[src/rtl/bit_skip_scheduler.sv]
// bit_skip_scheduler
// Serializes a 5-bit essential-bit mask into one beat per set bit, MSB first.
// Each beat carries the MSB-first position of the highest remaining bit; an
// all-zero mask yields a single "zero" beat so operand accounting stays aligned.
//
// Handshake: a transfer happens on a rising edge where valid and ready are both
// high. in_ready may depend combinationally on out_ready, because a new mask
// can load in the same cycle the last beat of the previous mask retires.
// out_* depend on registers only. While out_valid is high and out_ready is low,
// every output holds.
module bit_skip_scheduler #(
    parameter int TAG_W = 8
) (
    input  logic             clk,
    input  logic             reset,
    input  logic             in_valid,
    output logic             in_ready,
    input  logic [4:0]       in_mask,
    input  logic [TAG_W-1:0] in_tag,
    output logic             out_valid,
    input  logic             out_ready,
    output logic [2:0]       out_pos,
    output logic [2:0]       out_idx,
    output logic             out_last,
    output logic             out_zero,
    output logic [TAG_W-1:0] out_tag,
    output logic             busy
);

    logic             active_q, active_d;
    logic [4:0]       rem_q, rem_d;
    logic             zf_q, zf_d;
    logic [TAG_W-1:0] tag_q, tag_d;
    logic [2:0]       idx_q, idx_d;

    logic [2:0] pos;
    logic       single_bit;
    logic       last;
    logic       retire;
    logic       load;

    // Priority-encode the highest remaining bit into an MSB-first position.
    always_comb begin
        pos = 3'd0;
        if (rem_q[4])      pos = 3'd0;
        else if (rem_q[3]) pos = 3'd1;
        else if (rem_q[2]) pos = 3'd2;
        else if (rem_q[1]) pos = 3'd3;
        else if (rem_q[0]) pos = 3'd4;
    end

    assign single_bit = (rem_q != 5'd0) && ((rem_q & (rem_q - 5'd1)) == 5'd0);
    assign last       = zf_q | single_bit;
    assign retire     = active_q & out_ready;
    assign in_ready   = ~active_q | (retire & last);
    assign load       = in_valid & in_ready;

    assign out_valid = active_q;
    assign out_pos   = pos;
    assign out_idx   = idx_q;
    assign out_last  = active_q & last;
    assign out_zero  = zf_q;
    assign out_tag   = tag_q;
    assign busy      = active_q;

    // Next-state: a load wins over a retiring last beat; otherwise retire
    // either consumes the top bit or returns the scheduler to idle.
    always_comb begin
        active_d = active_q;
        rem_d    = rem_q;
        zf_d     = zf_q;
        tag_d    = tag_q;
        idx_d    = idx_q;
        if (load) begin
            active_d = 1'b1;
            rem_d    = in_mask;
            zf_d     = (in_mask == 5'd0);
            tag_d    = in_tag;
            idx_d    = 3'd0;
        end else if (retire) begin
            if (last) begin
                active_d = 1'b0;
                rem_d    = 5'd0;
                zf_d     = 1'b0;
                idx_d    = 3'd0;
            end else begin
                rem_d = rem_q & ~(5'b10000 >> pos);
                idx_d = idx_q + 3'd1;
            end
        end
    end

    // State registers; reset discards any mask in flight.
    always_ff @(posedge clk or posedge reset) begin
        if (reset) begin
            active_q <= 1'b0;
            rem_q    <= 5'd0;
            zf_q     <= 1'b0;
            tag_q    <= '0;
            idx_q    <= 3'd0;
        end else begin
            active_q <= active_d;
            rem_q    <= rem_d;
            zf_q     <= zf_d;
            tag_q    <= tag_d;
            idx_q    <= idx_d;
        end
    end

endmodule

[config.mk]
export PLATFORM = sky130hd
export DESIGN_NAME = bit_skip_scheduler
export DESIGN_NICKNAME = d
export VERILOG_FILES = /design/src/rtl/bit_skip_scheduler.sv
export SDC_FILE = /design/constraint.sdc
export NUM_CORES = 1
export LEC_CHECK = 0
export ABC_AREA = 1
export CORE_UTILIZATION = 40
export CTS_CLUSTER_DIAMETER = 120
export DETAILED_ROUTE_END_ITERATION = 7
export PLACE_DENSITY = 0.84
export SYNTH_ARGS = -nofsm -noshare
export SYNTH_HDL_FRONTEND = slang
export SYNTH_SLANG_ARGS = --single-unit
export TNS_END_PERCENT = 50
[constraint.sdc]
create_clock -name clk -period 3 [get_ports clk]
set_input_delay 0.3 -clock clk [delete_from_list [all_inputs] [get_ports clk]]
set_output_delay 0.3 -clock clk [all_outputs]
set_load 0.01 [all_outputs]
# Yosys cells after proc, flatten, opt, wreduce, memory -nomap -nowiden
# Cells that the tools add are included.
# Widths: inputs -> output; s select.
dict set report totals {
  reg_bits 18
  latch_bits 0
  mem_bits_rw 0
  mem_bits_ro 0
  inputBits 17
  out_inout_bits 19
  wordCells 40
  mem_count 0
}
dict set report classes {
  n_addsub 2
  n_mul 0
  n_div 0
  n_lt_le_gt_ge 0
  n_eq_ne 0
  shifts 1
  muxes 15
  bitwise_logic 10
  reduce_logical 7
}
# cell n
set op_table {}
lappend op_table {{$mux 3} 8}
lappend op_table {{$mux 5} 3}
lappend op_table {{$and 5x5->5} 2}
lappend op_table {{$logic_not 5->1} 2}
lappend op_table {{$not 5->5} 1}
lappend op_table {{$reduce_bool 5->1} 1}
lappend op_table {{$shr 5x3->5 const A} 1}
lappend op_table {{$sub 5x1->5 const B} 1}
lappend op_table {{$and 1x1->1} 4}
lappend op_table {{$mux 1} 4}
lappend op_table {{$reduce_bool 2->1} 2}
lappend op_table {{$add 3x1->3 const B} 1}
lappend op_table {{$or 1x1->1} 2}
lappend op_table {{$reduce_and 2->1} 1}
lappend op_table {{$logic_and 1x1->1} 1}
lappend op_table {{$not 1->1} 1}

# Depth between registers and ports, before layout
dict set report logic_depth {
  depth_word 11
  depth_mapped 10
  depth_no_buf 10
}

# Worst setup path before layout
# Ideal clock, no wire load.
dict set report synth_path {
  path_type {register to register}
  start {register rem_q[3]}
  end {register rem_q[0]}
  setup_time_ns 0.116
  arrival_time_ns 1.332
  required_ns 2.884
  path_slack_ns 1.552
  stages_incl_launch_ff 9
  n_path_buf 0
  period_less_slack_ns 1.448
  cell_sequence {dfrtp_1 > nor2_1 > inv_1 > nor4_1 > nor2_1 > nand2_1 > nand2_1 > nand2_1 > nand2_1}
}
dict set report synth_between {
  word_cells_on_any_way 18
  classes_between {add/sub (1); shift (1); mux (5); bitwise (7); reduce/logical (4)}
}
# element line
set synth_lines {}
lappend synth_lines {{start, declared} 31} ;# logic [4:0] rem_q, rem_d;
lappend synth_lines {{start signal, assigned} 103} ;# rem_q <= rem_d;
lappend synth_lines {{$mux 3} 46} ;# else if (rem_q[3]) pos = 3'd1;
lappend synth_lines {{$mux 3} 45} ;# if (rem_q[4]) pos = 3'd0;
lappend synth_lines {{net out_pos[2]} 22} ;# output logic [2:0] out_pos,
lappend synth_lines {{$shr 5x3->5} 87} ;# rem_d = rem_q & ~(5'b10000 >> pos);
lappend synth_lines {{$not 5->5} 87}
lappend synth_lines {{$and 5x5->5} 87}
lappend synth_lines {{$mux 5} 81} ;# if (last) begin
lappend synth_lines {{$mux 5} 80} ;# end else if (retire) begin
lappend synth_lines {{$mux 5} 74} ;# if (load) begin
# The timed path passes the listed nets, and every way through them passes these cells. The select of a mux whose other input is x is not followed.
# A chain may end at the register's enable or synchronous reset.

# Worst setup path after layout
dict set report layout_path {
  start {register rem_q[2]}
  end {output port in_ready}
}
dict set report layout_between {
  elab_chain_len 7
  word_cells_on_any_way 8
  classes_between {add/sub (1); bitwise (4); reduce/logical (3)}
}
# element line
set layout_rtl {}
lappend layout_rtl {{$sub 5x1->5} 52} ;# assign single_bit = (rem_q != 5'd0) && ((rem_q & (rem_q - 5'd1)) == 5'd0);
lappend layout_rtl {{$and 5x5->5} 52}
lappend layout_rtl {{$logic_not 5->1} 52}
lappend layout_rtl {{$logic_and 1x1->1 *} 52}
lappend layout_rtl {{$or 1x1->1 *} 53} ;# assign last = zf_q | single_bit;
lappend layout_rtl {{$and 1x1->1 *} 55} ;# assign in_ready = ~active_q | (retire & last);
lappend layout_rtl {{$or 1x1->1 *} 55}
lappend layout_rtl {{end, declared} 17} ;# output logic in_ready,
# Mark *: on every way between the ends. The rest lies on a longest branch, timed or not.

==> qor.csv <==
metric,value,unit
status,"complete, no violations",
hold_violations,0,
rows,17,
cp-start-kind,register,
post-route-cell-area,0.00138,mm2
antenna_left,0,
clock_path_buffers,2,
hpwl,1.73,mm
skew,0.00767,ns
fin_nets,186,
synth_area_per_cell,7.65,um2
hold_class,input port to async pin,
cts_tree,done,
syn_nets,148,
synthesis.area,995,um2
postCtsSetupRepairBufs,0,
fin_cells,194,
end_kind,primary output,
vias,949,
clk_latency,0.28,ns
whs,0.404,ns
tns,0,ns
yosys.area.top_type,dfrtp_1,
timing.final.crit_share,74.4,%
cts_buffers,3,
areaGrowthSynthToFinish,39.1,%
syn_inst,130,
routed_via_density,4.89,
antenna_cells,0,
layout_min_cycle_time,2.23,ns
dr.pass1.iters,4,
p_per_area,1030,mW/mm2
hold_buffers,0,
grt_max_degree,19,
leakage,0.713,nW
die_x,51.9,um
core,0.00228,mm2
port_buffers,35,
antenna_found_initial,0,
clockRootBuffer,clkbuf_4,
drive_gt1_share,8.43,%
final_cell_mix,"nand2_1 (62), clkdlybuf4s50_1 (35), dfrtp_1 (18)",
fmax,448,MHz
cts_resized,0,
crit_type,register to primary output,
ys_seq_area_share,45.3,%
synthTopCellsByArea,"dfrtp_1 (45%), nand2_1 (23%), inv_1 (5.3%), a21oi_1 (2.5%), nand4_1 (2.5%)",
maxCapViolCount,0,
grt-ovfl-total,0,
max-vdd-ir-drop,649,uV
yosysWarnings,0,
netlist.area_leader.share,45.3,%
synth.distinct_cells,22,
ys_ff_latch,18,
arrival,1.93,ns
gp_congestion,0.859,
finalMaxSlewViolations,0,
die-area,0.00269,mm2
cts_sinks,18,
drc,0,
max_slew_margin,55.2,%
rsz0062_at_grt,no,
worst_slew_pin_slew,0.671,ns
die-height,51.9,um
final_common_cell,nand2_1,
grt_pass1_wl,3.51,mm
drt-wirelength-per-cell,11.1,um
pin_count,36,
wl,2.15,mm
finalSetupViolCount,0,
drtIter0Drc,15,
worstPathRequired,2.70,ns
final_core_util,60.8,%
h-tree-depth,1,
place_area,0.00136,mm2
crit_fanout,6,
track_usage,17.8,%
initial_core_util,43.7,%
place_inst,191,
grt_pass1_vias,881,
clk_pin_slew,0.10,ns
[kinds of logic after synthesis]
group	after synthesis	share of synthesized area, %
compound gates	9	6.04
fa+ha+maj	1	1.26
xor+xnor	1	0.881
simple gates	83	38.2
flops	18	45.3
buf+inv	18	8.30
[registers in the layout, summed over array words and instances, names as in the netlist]
| name | cells |
|---|---|
| out_tag | 8 |
| rem_q | 5 |
| out_idx | 3 |
| busy | 1 |
| out_zero | 1 |
[report_power, final]
group	leakage, nW	switching [mW]	internal, mW
Combinational	0.468	0.466	0.415
Sequential	0.231	0.0937	0.339
Clock	0.0138	0.0675	0.0465
Total	0.713	0.627	0.800
[cell usage after synthesis]
| master | count |
|---|---|
| nand3_4 | 1 |
| nor4_1 | 1 |
| o21ai_2 | 1 |
| nand3_2 | 2 |
| inv_1 | 14 |
| buf_6 | 1 |
| nor2_4 | 2 |
| nor3_1 | 1 |
| a21oi_1 | 5 |
| nand4_1 | 4 |
| nand2_1 | 62 |
| nor2_2 | 1 |
| inv_2 | 1 |
| nor2_1 | 5 |
| buf_4 | 2 |
| o21ai_0 | 2 |
| nand3_1 | 3 |
| xor2_1 | 1 |
| a21oi_4 | 1 |
| dfrtp_1 | 18 |
| ha_1 | 1 |
| nand2_4 | 1 |
[area by class of cell]
type	count	area [um2]
fillers	203	892
inverters	15	56.3
well taps	28	35.0
repair buffers	36	358
clock buffers	3	22.5
multi-input cells	94	462
flip-flops and latches	18	450
[worst max-delay path, cell delays in order, from the launching register on]
cell and delay, ns:
dfrtp_1 0.46, nor2_4 0.16, nand2_1 0.06, nand2_1 0.07
nand3_2 0.12, nand3_4 0.12, nand2_4 0.07, inv_1 0.07
clkdlybuf4s50_1 0.53
[per-layer routing]
metal  global-route usage [%]  share of wire, %  up-vias
met4                     8.11               2.1        0
li1                         -                 -      478
met3                     3.51               7.4        6
met5                        0                 0        -
met2                     31.4                48       47
met1                     20.5                42      418
[worst paths after layout]
| check | slack [ns] | end | start | cells after the start |
|---|---|---|---|---|
| hold reg to reg | 0.49 | out_tag[4] | out_tag[4] | 2 |
| max in group asynchronous | 2.16 | out_idx[1] | reset | 2 |
| setup reg to reg | 1.36 | out_tag[1] | rem_q[2] | 10 |
| min in group clk | 0.49 | out_tag[4] | out_tag[4] | 2 |
| hold / removal | 0.40 | out_tag[3] | reset | 2 |
| setup / recovery | 0.77 | in_ready | rem_q[2] | 8 |
[stage by stage]
step	worst slack [ns]	power [mW]
CTS	0.745	1.44
global placement	1.06	1.29
global route	0.649	1.54
floorplan	1.55	0.965
detailed placement	1.03	1.32
finish	0.768	1.43
(Power assumes the default switching activity.)
